## src/rtl/usb_tx_sched.sv

```systemverilog
// USB packet scheduler: arbitrates handshake vs. data requests and streams
// PID, payload and CRC16 bytes to usb_tx, enforcing an inter-packet gap.
module usb_tx_sched #(
  parameter int IPG_CYCLES = 32
) (
  input  logic       clk,
  input  logic       reset,
  input  logic       hs_req,
  input  logic [3:0] hs_pid,
  output logic       hs_done,
  input  logic       tx_req,
  input  logic [3:0] tx_pid,
  input  logic       tx_zlp,
  input  logic [7:0] tx_data,
  input  logic       tx_valid,
  input  logic       tx_last,
  output logic       tx_ready,
  output logic       tx_done,
  output logic       tx_err,
  output logic [7:0] data,
  output logic       valid,
  input  logic       ready
);

  localparam int GW = (IPG_CYCLES > 1) ? $clog2(IPG_CYCLES) : 1;
  localparam logic [GW-1:0] GAP_LOAD = GW'(IPG_CYCLES - 1);

  typedef enum logic [2:0] {
    S_IDLE, S_PID, S_DATA, S_CRC_LO, S_CRC_HI, S_EOP, S_GAP
  } state_t;

  state_t        r_state;
  logic [GW-1:0] r_gap;
  logic          r_arm;
  logic          r_gnt_hs;
  logic          r_zlp;
  logic [15:0]   r_crc;
  logic [7:0]    r_data;
  logic          r_valid;
  logic          r_hs_done;
  logic          r_tx_done;
  logic          r_tx_err;

  logic          w_take;
  logic          w_pay;
  logic [15:0]   w_crc_nxt;

  // Reflected CRC16 (0x8005 reversed = 0xA001), one byte LSB-first.
  function automatic logic [15:0] crc16_upd(input logic [15:0] c, input logic [7:0] d);
    logic [15:0] x;
    x = c ^ {8'h00, d};
    for (int i = 0; i < 8; i++)
      x = x[0] ? ((x >> 1) ^ 16'hA001) : (x >> 1);
    return x;
  endfunction

  assign w_take    = r_valid & ready;
  assign w_pay     = (r_state == S_DATA) & ready & tx_valid;
  assign w_crc_nxt = crc16_upd(r_crc, tx_data);

  always_ff @(posedge clk or negedge reset) begin
    if (!reset) begin
      r_state   <= S_IDLE;
      r_gap     <= '0;
      r_arm     <= 1'b0;
      r_gnt_hs  <= 1'b0;
      r_zlp     <= 1'b0;
      r_crc     <= 16'hFFFF;
      r_data    <= 8'h00;
      r_valid   <= 1'b0;
      r_hs_done <= 1'b0;
      r_tx_done <= 1'b0;
      r_tx_err  <= 1'b0;
    end else begin
      // r_arm holds off granting on the first edge after reset release.
      r_arm     <= 1'b1;
      r_hs_done <= 1'b0;
      r_tx_done <= 1'b0;
      r_tx_err  <= 1'b0;
      case (r_state)
        S_IDLE: begin
          if (r_arm && (r_gap == '0) && (hs_req || tx_req)) begin
            r_state  <= S_PID;
            r_valid  <= 1'b1;
            r_crc    <= 16'hFFFF;
            r_gnt_hs <= hs_req;
            r_zlp    <= tx_zlp;
            // PID in the low nibble, check nibble high: goes out LSB-first.
            r_data   <= hs_req ? {~hs_pid, hs_pid} : {~tx_pid, tx_pid};
          end
        end
        S_PID: begin
          if (w_take) begin
            if (r_gnt_hs) begin
              r_state   <= S_EOP;
              r_valid   <= 1'b0;
              r_hs_done <= 1'b1;
            end else if (r_zlp) begin
              r_state <= S_CRC_LO;
              r_data  <= ~r_crc[7:0];
            end else begin
              r_state <= S_DATA;
            end
          end
        end
        S_DATA: begin
          if (w_take) begin
            if (tx_valid) begin
              r_crc <= w_crc_nxt;
              if (tx_last) begin
                r_state <= S_CRC_LO;
                r_data  <= ~w_crc_nxt[7:0];
              end
            end else begin
              // Underrun: truncate the packet without CRC.
              r_state   <= S_EOP;
              r_valid   <= 1'b0;
              r_tx_done <= 1'b1;
              r_tx_err  <= 1'b1;
            end
          end
        end
        S_CRC_LO: begin
          if (w_take) begin
            r_state <= S_CRC_HI;
            r_data  <= ~r_crc[15:8];
          end
        end
        S_CRC_HI: begin
          if (w_take) begin
            r_state   <= S_EOP;
            r_valid   <= 1'b0;
            r_tx_done <= 1'b1;
          end
        end
        S_EOP: begin
          r_state  <= S_GAP;
          r_gap    <= GAP_LOAD;
          r_gnt_hs <= 1'b0;
          r_data   <= 8'h00;
        end
        S_GAP: begin
          if (r_gap == '0) r_state <= S_IDLE;
          else             r_gap   <= r_gap - GW'(1);
        end
        default: r_state <= S_IDLE;
      endcase
    end
  end

  assign data     = (r_state == S_DATA) ? tx_data : r_data;
  assign valid    = r_valid;
  assign tx_ready = w_pay;
  assign hs_done  = r_hs_done;
  assign tx_done  = r_tx_done;
  assign tx_err   = r_tx_err;

endmodule

```

## config.mk

```make
export PLATFORM = sky130hd
export DESIGN_NAME = usb_tx_sched
export DESIGN_NICKNAME = d
export VERILOG_FILES = /design/src/rtl/usb_tx_sched.sv
export SDC_FILE = /design/constraint.sdc
export NUM_CORES = 1
export LEC_CHECK = 0
export CORE_MARGIN = 2
export CORE_UTILIZATION = 45
export DETAILED_ROUTE_END_ITERATION = 10
export HOLD_SLACK_MARGIN = 0.12
export PLACE_DENSITY = 0.78
export SETUP_SLACK_MARGIN = 0.1
export SYNTH_ARGS = -nofsm -noshare
export SYNTH_HDL_FRONTEND = slang
export SYNTH_SLANG_ARGS = --single-unit
export TNS_END_PERCENT = 20
```

## constraint.sdc

```tcl
create_clock -name clk -period 6.83 [get_ports clk]
set_clock_uncertainty 0.15 [all_clocks]
set_input_delay 0.683 -clock clk [delete_from_list [all_inputs] [get_ports clk]]
set_output_delay 0.683 -clock clk [all_outputs]
set_load 0.005 [all_outputs]
```

# Yosys cells after proc, flatten, opt, wreduce, memory -nomap -nowiden
# Index checks and enable logic that the tools add are counted.
# word_totals
in_bits,24
out_inout_bits,13
reg_bits,39
# op_classes
addsub,1
reduce_logical,17
bitwise_logic,17
muxes,53
n_eq_ne,20
# ops
cell,n
2-to-1 mux 16 bit,11
2-to-1 mux 8 bit,10
case mux 8 bit (5 select lines),1
case mux 16 bit (2 select lines),1
2-to-1 mux 3 bit,9
"inequality test 2 bit, second input constant",13
inverter 2 -> 3 bit,8
inverter 8 bit,3
case mux 3 bit (7 select lines),1
bitwise XOR 16 x 8 -> 16 bit,1
2-to-1 mux 1 bit,15
AND reduction 7 bit,2
case mux 5 bit (2 select lines),1
"== test 3 bit, second input constant",3
AND reduction 9 bit,1
inverter 4 bit,2
"== test 3 x 2 -> 1 bit, second input constant",2
AND reduction 2 bit,3
nonzero test 2 bit,3
logical NOT 5 bit,1
2-to-1 mux 5 bit,1
nonzero test 5 bit,1
"subtractor 5 x 1 -> 5 bit, second input constant",1
case mux 1 bit (2 select lines),2
9 further kinds,12

# Longest topological paths before layout
# depth
ltp_word,22
depth_mapped,9
depth_no_buf,8

# Worst setup path before layout
# No wires, ideal clock.
# synth_path
path_type,input-to-reg
from,input port tx_data[2]
to,register r_data[0]
arrival_time_ns,2.162
slack_ns,4.393
setup_time_ns,0.125
path_stages,6
path_cell_list,xor2_1 xnor3_1 xnor3_2 xnor2_1 o21ai_1 mux2_4
# synth_between
elab_chain_len,15
# synth_lines
item,line,text
from (decl),14,"input logic [7:0] tx_data,"
bitwise XOR 16 x 8 -> 16 bit *,51,"x = c ^ {8'h00, d};"
2-to-1 mux 16 bit *,53,x = x[0] ? ((x >> 1) ^ 16'hA001) : (x >> 1);
inverter 2 -> 3 bit (no source line),--,
2-to-1 mux 16 bit * (7 in a row),53,
inverter 8 bit *,112,r_data <= ~w_crc_nxt[7:0];
2-to-1 mux 8 bit *,110,if (tx_last) begin
2-to-1 mux 8 bit *,108,if (tx_valid) begin
2-to-1 mux 8 bit *,107,if (w_take) begin
case mux 8 bit (5 select lines) *,80,case (r_state)
to (signal assigned),89,"r_data <= hs_req ? {~hs_pid, hs_pid} : {~tx_pid, tx_pid};"
to (signal assigned),112,
to (signal assigned),126,r_data <= ~r_crc[15:8];
to (decl),38,logic [7:0] r_data;
# Every way passes the cells marked *; elsewhere a longest branch is shown, timed or not. The select of a mux whose other input is x is not followed.
# A chain may end at the register's enable or synchronous reset.

# Worst setup path in the final report
# layout_path
from,register r_state[1]
to,output port data[1]
# layout_between
elab_chain_len,2
# layout_lines
item,line,text
from (decl),32,state_t r_state;
from (signal assigned),63,r_state <= S_IDLE;
from (signal assigned),83,r_state <= S_PID;
from (signal assigned),95,r_state <= S_EOP;
== test 3 x 2 -> 1 bit,151,assign data = (r_state == S_DATA) ? tx_data : r_data;
2-to-1 mux 8 bit,151,
to (decl),20,"output logic [7:0] data,"
# Every way passes these cells.

==> results.md <==
CTS:
- The CTS clock-pin slew for the worst setup and hold paths is 0.07 ns.
- Counting the buffers created by CTS gives 5.
- The post-CTS repair timing setup buffer count is 0.
- The buffer depth of the longest clock path is 2.
- The H-tree depth reported by CTS is 2.
- TritonCTS built the clock tree.
- The number of buffers inserted by hold repair at cts is 0.
- Once the clock tree was built, the resizer swapped 0 gates to a different size.
- The clock net sink count is 39.
- The tree is rooted in a sky130_fd_sc_hd__clkbuf_8.
- The insertion delay of the later-clocked pin in the worst-skew pair is 0.30 ns.

STA:
- The max-slew headroom at the worst pin is approximately 41%.
- The transition time of the tightest slew-check pin is between 0.8 and 0.9 ns.
- The count of pins over their slew limit is 0.
- After routing, the total negative slack on setup checks comes to 0 ns.
- Dividing the final minimum period by the clock period gives about 54%.
- Setup violations remaining at the end of the flow were counted as 0.
- Setup repair after global routing left no endpoint under its margin.
- Based on the critical path, the design can be clocked at up to 0.270 GHz.
- The final hold violation count is 0.
- The smallest clock period supported by the final layout is computed as approximately 3.7 ns.

Routing:
- The iteration-0 DRC count of the detailed router is about 220.
- The routed design has 5790 um of wire.
- The first-pass iteration count of the detailed router is 4.
- The total vias in the final route is approximately 2100.
- The mean number of vias per cell is 5.44.
- The remaining number of nets flagged by the antenna check after routing is 0.
- For this run, design rule violations remaining after detail routing come to 0.
- The met2 routed wirelength is 2910 um.
- The routed wirelength normalized by instance count is 15.3 um.
- The highest metal layer carrying signal wires in the routed design is met4.
- The total met3 wirelength after detailed routing is 235 um.
- The length of routed wiring on met1 is 2570 um.

Worst hold path:
- In this run the worst hold path is classified as input pin to asynchronous set/reset pin.

Setup path:
- The worst register-to-register path ends at r_data[3]$_DFFE_PN0P_.
- For this run, the slowest stage of the critical path takes 0.71 ns.
- The critical-path maximum fanout is 20.
- The endpoint required time on the critical path is about 6 ns.
- The length in cells of the worst reg-to-reg path is 6.
- Traced cell by cell, the critical path runs through inv_1 > nor3_1 > buf_4 > nand2_1 > o21ai_0 > clkdlybuf4s50_1.
- The nature of the critical path endpoint is an output pin.
- Data arrives at the worst endpoint at 2.88 ns.
- The worst-path cell with the longest stage delay is sky130_fd_sc_hd__dfrtp_1.
- The startpoint identified for the worst register-to-register timing path is r_state[2]$_DFFE_PN0P_.
- The critical path launch point type is a register.
- The source of the critical timing path is r_state[1]$_DFFE_PN0P_.
- The largest delay contributor family on the critical path is buffers and inverters.
- The worst setup path is of the register to output pin kind.
- The register-to-register path setup slack is 3.91 ns.
- Counting both buffers and inverters, the worst setup path holds a total of 3.

Global routing:
- The total track usage is 21.2%.
- The number of antenna violations at the first check in global routing is 0.
- The global-route wire length before repair is 10000 um.
- The total overflow left after global routing is 0.
- The largest net degree at the start of global routing is 40.
- The number of global-route vias before repair is 2079.

Synthesis:
- The number of enable flip-flop cells after synthesis is 0.
- The total of warnings raised by yosys is 0.
- The post-synthesis instance total is roughly 280.
- The flop and latch count out of synthesis is 39.
- After synthesis, the share of flip-flops with an asynchronous set or reset is 100%.
- The number of different library cells in the post-synthesis netlist is 46.
- Among all flip-flop cells after synthesis, the most frequent one is sky130_fd_sc_hd__dfrtp_1.
- Dividing the synthesized area by the synthesized cell count gives 8.62 sq um.
- The synthesized netlist occupies a cell area of 2400 sq um.
- The portion of the post-synthesis area used by sequential elements is 41.5%.
- The number of nets in the synthesized netlist is 304.

Pwr:
- The power after layout is about 1.4 mW.
- For this design the ratio of total power to cell area is 497 nW/um^2.
- The worst-case IR drop observed on VDD is roughly 0.00031 V.
- The total leakage power is 1.22 nW.

Cells and area:
- The relative area change from synthesis to final layout is 19.7%.
- Cells fill a little under three fifths of the core in the end.
- The final-stage net count is 333.
- The number of inserted filler cells in the final layout is a little under 500.
- 0 antenna diodes ended up in the layout.
- The share of cells above drive strength 1 is a little under an eighth.
- After routing the design area is 2870 sq um.

Place:
- The placer congestion estimate is 0.836.
- The count of buffers added on input and output ports is 36.
- The half-perimeter wire length of the detailed placement result is about 4200 um.
- The post-place instance area is 2790 sq um.

Floorplan:
- The die covers 5930 sq um.
- The boundary pin count is 37.
- The region available for standard cell placement spans 5140 sq um.
- The starting utilization of the core area is a little under half.
- The site row count is 26.
- The chip height is 77.0 um.
- The x dimension of the die is a little under 80 um.

Outcome:
- The flow ran to the end, and the final reports show no timing, DRC or antenna violations.

Run:
- The max-cap check violation count is 0.
## worst max-delay path by stage
stage / end / slack, ns / depth (start not counted)
after CTS: data[1] / 3.17 / 6
after global placement: data[1] / 3.60 / 6
final: data[1] / 3.12 / 6
after detailed placement: data[1] / 3.52 / 6
after floorplan: r_data[0]$_DFFE_PN0P_ / 4.39 / 6
after global routing: data[1] / 2.90 / 6
## metrics by stage
step | cells | hold slack, ns | setup WS (ns)
3_5_place_dp | 370 | 0.344 | 3.52
4_1_cts | 378 | 0.354 | 3.17
5_1_grt | 378 | 0.374 | 2.90
3_3_place_gp | 370 | 0.332 | 3.60
6_report | 378 | 0.351 | 3.12
2_1_floorplan | 278 | 0.237 | 4.39
## cells in the final DEF, fill, tap and decap left out, types with 2 or more instances in the layout
cell,count
sky130_fd_sc_hd__xor2_1,8
sky130_fd_sc_hd__inv_1,7
sky130_fd_sc_hd__mux2i_1,8
sky130_fd_sc_hd__nand2_1,50
sky130_fd_sc_hd__a21oi_1,15
sky130_fd_sc_hd__xnor2_1,11
sky130_fd_sc_hd__o21ai_0,26
sky130_fd_sc_hd__a211oi_1,4
sky130_fd_sc_hd__nor2_1,35
sky130_fd_sc_hd__nor3_1,10
sky130_fd_sc_hd__dfrtp_1,23
sky130_fd_sc_hd__clkbuf_1,3
sky130_fd_sc_hd__and3_1,4
sky130_fd_sc_hd__ha_1,2
sky130_fd_sc_hd__clkdlybuf4s50_1,35
sky130_fd_sc_hd__nor4_2,2
sky130_fd_sc_hd__mux2_2,5
sky130_fd_sc_hd__nor2b_1,3
sky130_fd_sc_hd__a22oi_1,2
sky130_fd_sc_hd__clkbuf_8,5
sky130_fd_sc_hd__o21ai_1,2
sky130_fd_sc_hd__a21o_1,3
sky130_fd_sc_hd__dfstp_2,16
sky130_fd_sc_hd__o22ai_1,5
## state kept, by name, indices dropped and copies added, names as in the netlist, 3 cells and up
| name | flops |
|---|---|
| r_crc | 16 |
| r_data | 8 |
| r_gap | 5 |
| r_state | 3 |
## layer usage
metal | track usage (%) | up-vias
li1 | - | 1005
met1 | 27.8 | 992
met2 | 36.1 | 53
met3 | 3.41 | 8
met4 | 6.61 | 0
met5 | 0 | -
## synthesized netlist by cell type (all sizes together) (7+ instances only)
master	n	area share [%]
a21oi	15	3.1
clkbuf	12	1.9
dfrtp	23	24
dfstp	16	18
inv	7	1.1
mux2i	8	3.3
nand2	50	7.8
nor2	36	6.0
nor3	10	2.1
o21ai	28	5.8
xnor2	12	4.7
xor2	9	3.6
## area by class of cell
| type | count | area, sq um | share of cell area (%) |
|---|---|---|---|
| timing repair buffer | 37 | 363 | 12.6 |
| sequential | 39 | 996 | 34.7 |
| clock buffer | 8 | 80.1 | 2.79 |
| tap | 70 | 87.6 | 3.05 |
| inverter | 7 | 26.3 | 0.915 |
| multi-input combinational | 217 | 1320 | 45.9 |
## cells by family (layout without fill, tap and decap cells)
family                     after synthesis  in the layout  synth area share [%]
AOI/OAI and AO/OA                       66             66                  16.1
xor gates and xnor gates                23             23                  10.2
adders and majority gates                2              2                  1.04
buffers and inverters                   22             52                  3.50
DFF                                     39             39                  41.5
muxes                                   14             14                  6.32
other                                    1              1                 0.156
and+or+nand+nor                        111            111                  21.1
## power breakdown
group / total, mW / internal [mW] / switching [mW]
registers: 0.493 / 0.366 / 0.127
logic: 0.781 / 0.387 / 0.394
clock network: 0.153 / 0.0726 / 0.0803
Note: power is estimated with default switching activity, not from simulation.
==> variant 1, RTL diff (same settings) <==
Reset style: synchronous (`reset`), changed in one clocked block.
--- a/src/rtl/usb_tx_sched.sv
+++ b/src/rtl/usb_tx_sched.sv
@@ -58,7 +58,7 @@
   assign w_pay     = (r_state == S_DATA) & ready & tx_valid;
   assign w_crc_nxt = crc16_upd(r_crc, tx_data);
 
-  always_ff @(posedge clk or negedge reset) begin
+  always_ff @(posedge clk) begin
     if (!reset) begin
       r_state   <= S_IDLE;
       r_gap     <= '0;
Behaviour: differs if reset is asserted again (counterexample within 4 cycles, from zero or initial values and one cycle with reset low); with reset held inactive, the same outputs for 4 cycles.
==> variant 1 against the original RTL <==
  * Maximum frequency is 2.4% higher
  * Count of clock-buffer cells in the layout decreased by 1
  * Routed wire length fell by 1.5%
  * Cell area is 5.0% lower
  * Synthesized area shrank 6.1%
  * Synthesized cell count up 4.3%
  * Setup slack improved by 87 ps
  * Sequential cell count did not move
  * Largest cell class unchanged
Power is not compared: it rests on default switching activity, and its combinational part moved more than twofold at a synthesized area within 25%.
==> variant 1: results (changes against the original RTL) <==
The reg-to-reg setup timing slack came out at 4190 ps (+280 ps). The H-tree depth reported by CTS was 2 (unchanged); the maximum number of pins on one net before global-route repair was 26 (-35%). The number of global-route vias before repair is 2007 (-3.5%). The number of iterations in the first detailed-routing pass came out at 5 (+1). The startpoint of the most critical register-to-register path is r_state[0]. The tools report the endpoint of the worst setup timing path as data[1]. The via density per instance is 5.49 (+0.88%). The tools report the final weighted congestion in routability-driven placement as 0.982 (+17%).

By count the netlist is led by sky130_fd_sc_hd__nand2_1 (44), sky130_fd_sc_hd__dfxtp_1 (39), sky130_fd_sc_hd__nor2_1 (33). The endpoint of the worst register-to-register path was r_data[7]. The fraction of the yosys area taken by sequential cells was 34.7% (-6.9 points). The tools report the final instance count without filler cells as 386 (+2.1%). For the wire length of the first global-routing pass, the log shows 9510 µm (-5.1%).

The count of distinct cell types in the synthesized netlist was 48 (+4.3%); the top fanout value on the critical path was 24 (+20%). Count of fill cells added during filler insertion: 448 (-7.2%). The global router's overall resource usage is 22.9% (+1.7 points), and the net count of the mapped netlist is 316 (+3.9%). In this run the worst setup path begins at r_state[2].

Ranked by total cell area, the synthesized netlist is headed by sky130_fd_sc_hd__dfxtp_1 (35%), sky130_fd_sc_hd__nand2_1 (7.3%), sky130_fd_sc_hd__xnor2_1 (6.2%). The ratio of cells with drive above 1 in the final layout was 5.64% (-6.0 points); the total placed cells including tap cells was 378 (+2.2%). Synthesized instance count: 290 (+4.3%).

In the synthesized netlist the dominant register cell turns out to be sky130_fd_sc_hd__dfxtp_1. For the HPWL after detailed placement, the log shows 4200 µm (+0.27%). The number of violations reported at the end of detailed-routing iteration 0 came out at 181 (-17%). The tools report the standard cell area after detailed placement as 0.00265 mm² (-5.2%). The slew of the pin with the lowest slew margin was 800 ps (-81.1 ps). In this run the worst hold path is classified as reg2reg. The wire length reported by the detailed router came out at 5710 µm (-1.5%). The data arrival time at the worst-slack endpoint is 2790 ps (-90 ps), and the cell count of the worst reg-to-reg path is 7 (+1). The layout net count is 344 (+3.3%).

The async set-or-reset flop fraction in the synthesized netlist works out to 0% (-100 points). The run finished with clean final reports. Dominant delay contributor by cell family on the critical path: simple AND/OR/NAND/NOR gates. The worst stage delay on the critical path is 660 ps (-50 ps). For the number of antenna violations at the first check in global routing, the log shows 0 (unchanged).
-- variant 1: kinds of logic (layout without fill, tap and decap cells) --
logic type      count (synthesis)  after routing  share of synthesized area, %
simple gates                  125            125                          26.3
compound gates                 64             64                          17.5
flops                          39             39                          34.7
buf+inv                        26             55                          4.56
xor+xnor                       25             25                          11.7
mux                             9              9                          4.11
fa+ha+maj                       2              2                          1.11
-- variant 1: worst min-delay path: stages (launching register included) --
cell and delay, ps:
sky130_fd_sc_hd__dfxtp_1 310, sky130_fd_sc_hd__nand2b_1 60, sky130_fd_sc_hd__a21oi_1 50
-- variant 1: per-layer routing --
layer	up-vias	track usage, %	part of all wire, %
met5	-	0	0
met4	0	9.52	2.8
met3	15	5.89	8.5
met2	100	36.7	45
met1	952	29.5	44
li1	1053	-	-
-- variant 1: metrics by stage --
stage | setup WS, ps | hold slack [ps] | utilization [%]
6_report | 3210 | 322 | 57.0
5_1_grt | 3010 | 371 | 57.0
4_1_cts | 3210 | 322 | 57.0
3_5_place_dp | 3550 | 311 | 55.3
3_3_place_gp | 3550 | 310 | 55.3
2_1_floorplan | 4430 | 296 | -
-- variant 1: cell type report --
class | count | area [µm²] | area share, %
clock buffers | 7 | 76.3 | 2.80
clock inverters | 1 | 5.00 | 0.183
inverters | 8 | 30.0 | 1.10
multi-input cells | 225 | 1370 | 50.2
flip-flops and latches | 39 | 781 | 28.6
well taps | 67 | 83.8 | 3.07
repair buffers | 39 | 383 | 14.0
-- variant 1: where the power goes --
part           total [W]  switching, W  leakage (nW)  internal (W)
combinational   0.000363      0.000199         0.652      0.000164
clock           0.000151     0.0000798        0.0422     0.0000716
sequential      0.000296     0.0000381         0.317      0.000258
total           0.000811      0.000317          1.01      0.000494
-- variant 1: worst min-delay path by stage --
stage               startpoint   endpoint  slack [ps]  cells after the start
floorplan            r_data[6]  r_data[6]         300                      2
CTS                  r_data[6]  r_data[6]         320                      2
finish               r_data[6]  r_data[6]         320                      2
detailed placement   r_data[6]  r_data[6]         310                      2
global placement     r_data[6]  r_data[6]         310                      2
global route         r_data[6]  r_data[6]         370                      2
==> variant 2, RTL diff (same settings) <==
Made on the original files. Set the parameter `IPG_CYCLES` to 64 (it was 32).
--- a/src/rtl/usb_tx_sched.sv
+++ b/src/rtl/usb_tx_sched.sv
@@ -1,7 +1,7 @@
 // USB packet scheduler: arbitrates handshake vs. data requests and streams
 // PID, payload and CRC16 bytes to usb_tx, enforcing an inter-packet gap.
 module usb_tx_sched #(
-  parameter int IPG_CYCLES = 32
+  parameter int IPG_CYCLES = 64
 ) (
   input  logic       clk,
   input  logic       reset,
Formal check against the unedited RTL: same outputs for any inputs over 4 cycles, from zero or initial values and one cycle with reset low; that may be too few to reach the edited logic, so the function may still have changed.
==> variant 2 against the original RTL <==
  * Setup slack improved by 170 ps
  * Highest routed layer unchanged
  * Critical path depth shrank 1
  * Synthesized area fell by 0.26%
  * Critical path type unchanged
  * Cell area grew 0.22%
  * Routed wire length fell by 1.8%
  * Count of clock-buffer cells in the layout is 1 lower
  * Sequential cell count grew 1
  * Final cell count decreased by 2.1%
  * First-iteration DRC count is 14% higher
  * Via count down 3.2%
Power is left out: it rests on default switching activity, and per cell area and clock period it moved more than threefold.
==> variant 2: results (changes against the original RTL) <==
Data arrival time at the worst-slack endpoint: 2700 ps (-180 ps). The layout net count is 325 (-2.4%). The logs give 9680 µm (-3.4%) for the wire length of the first global-routing pass and 473 (-2.1%) for the count of fill cells added during filler insertion. The count of distinct cell types in the synthesized netlist is 45 (-2.2%). The final instance count without filler cells is 370 (-2.1%).

The run gives 29.9% (+2.2 points) as the met1 routing resource usage after global routing. The adder-cell share of the synthesized area came out at 1.05% (+0.0027 points). The tools report the met2 wire length as 2540 µm (-13%). The tools report the routed metal-1 wire length as 2680 µm (+4.1%).

For the number of global-route vias before repair, the log shows 1911 (-8.1%). For the worst relative slew slack, the log shows 42.1% (+0.85 points). The flow ran to the end, and the final reports show no timing, DRC or antenna violations. Cell count of the worst reg-to-reg path: 5 (-1).

Counting instances in the post-synthesis netlist gives the leading cell types as sky130_fd_sc_hd__nor2_1 (49), sky130_fd_sc_hd__nand2_1 (37), sky130_fd_sc_hd__dfrtp_1 (24). The fraction of the mapped netlist area in compound gates works out to 15.2% (-0.85 points). The top fanout value on the critical path was 18 (-10%); the mean instance size in the synthesized netlist was 8.82 µm² (+2.3%). The setup slack of the critical path after layout came out at 3290 ps (+170 ps).

The mux cell area share after synthesis was 6.23% (-0.088 points); the fraction of synthesized cell area in xor and xnor cells was 10.4% (+0.13 points). The tools report the net count of the mapped netlist as 297 (-2.3%). The logs give 31.3% (-4.7 points) for the met2 track utilization from global routing and 373 µm (+59%) for the routed wire length on met3.

Standard cell area after detailed placement: 0.00277 mm² (-0.58%).
variant 2: changes by cell type after synthesis, sizes merged, moves of 4 or more:
| cell | change |
|---|---|
| o21ai | -16 |
| nand2 | -13 |
| nor2 | +13 |
| a31oi | +9 |
| a21oi | +7 |
| xnor2 | +7 |
| xor2 | -5 |
| buf | +4 |
variant 2: cell type report:
cell class	count	area share, %
Inverter	5	0.652
Multi-Input combinational cell	210	44.6
Timing Repair Buffer	37	12.6
Tap cell	70	3.04
Clock inverter	1	0.174
Clock buffer	7	3.39
Sequential cell	40	35.5
variant 2: critical path: stages, from the launching register on:
cell and delay [ps]:
sky130_fd_sc_hd__dfrtp_1 710, sky130_fd_sc_hd__inv_1 360, sky130_fd_sc_hd__or3_1 650, sky130_fd_sc_hd__nand2_1 160
sky130_fd_sc_hd__nand2_1 70, sky130_fd_sc_hd__clkdlybuf4s50_1 450
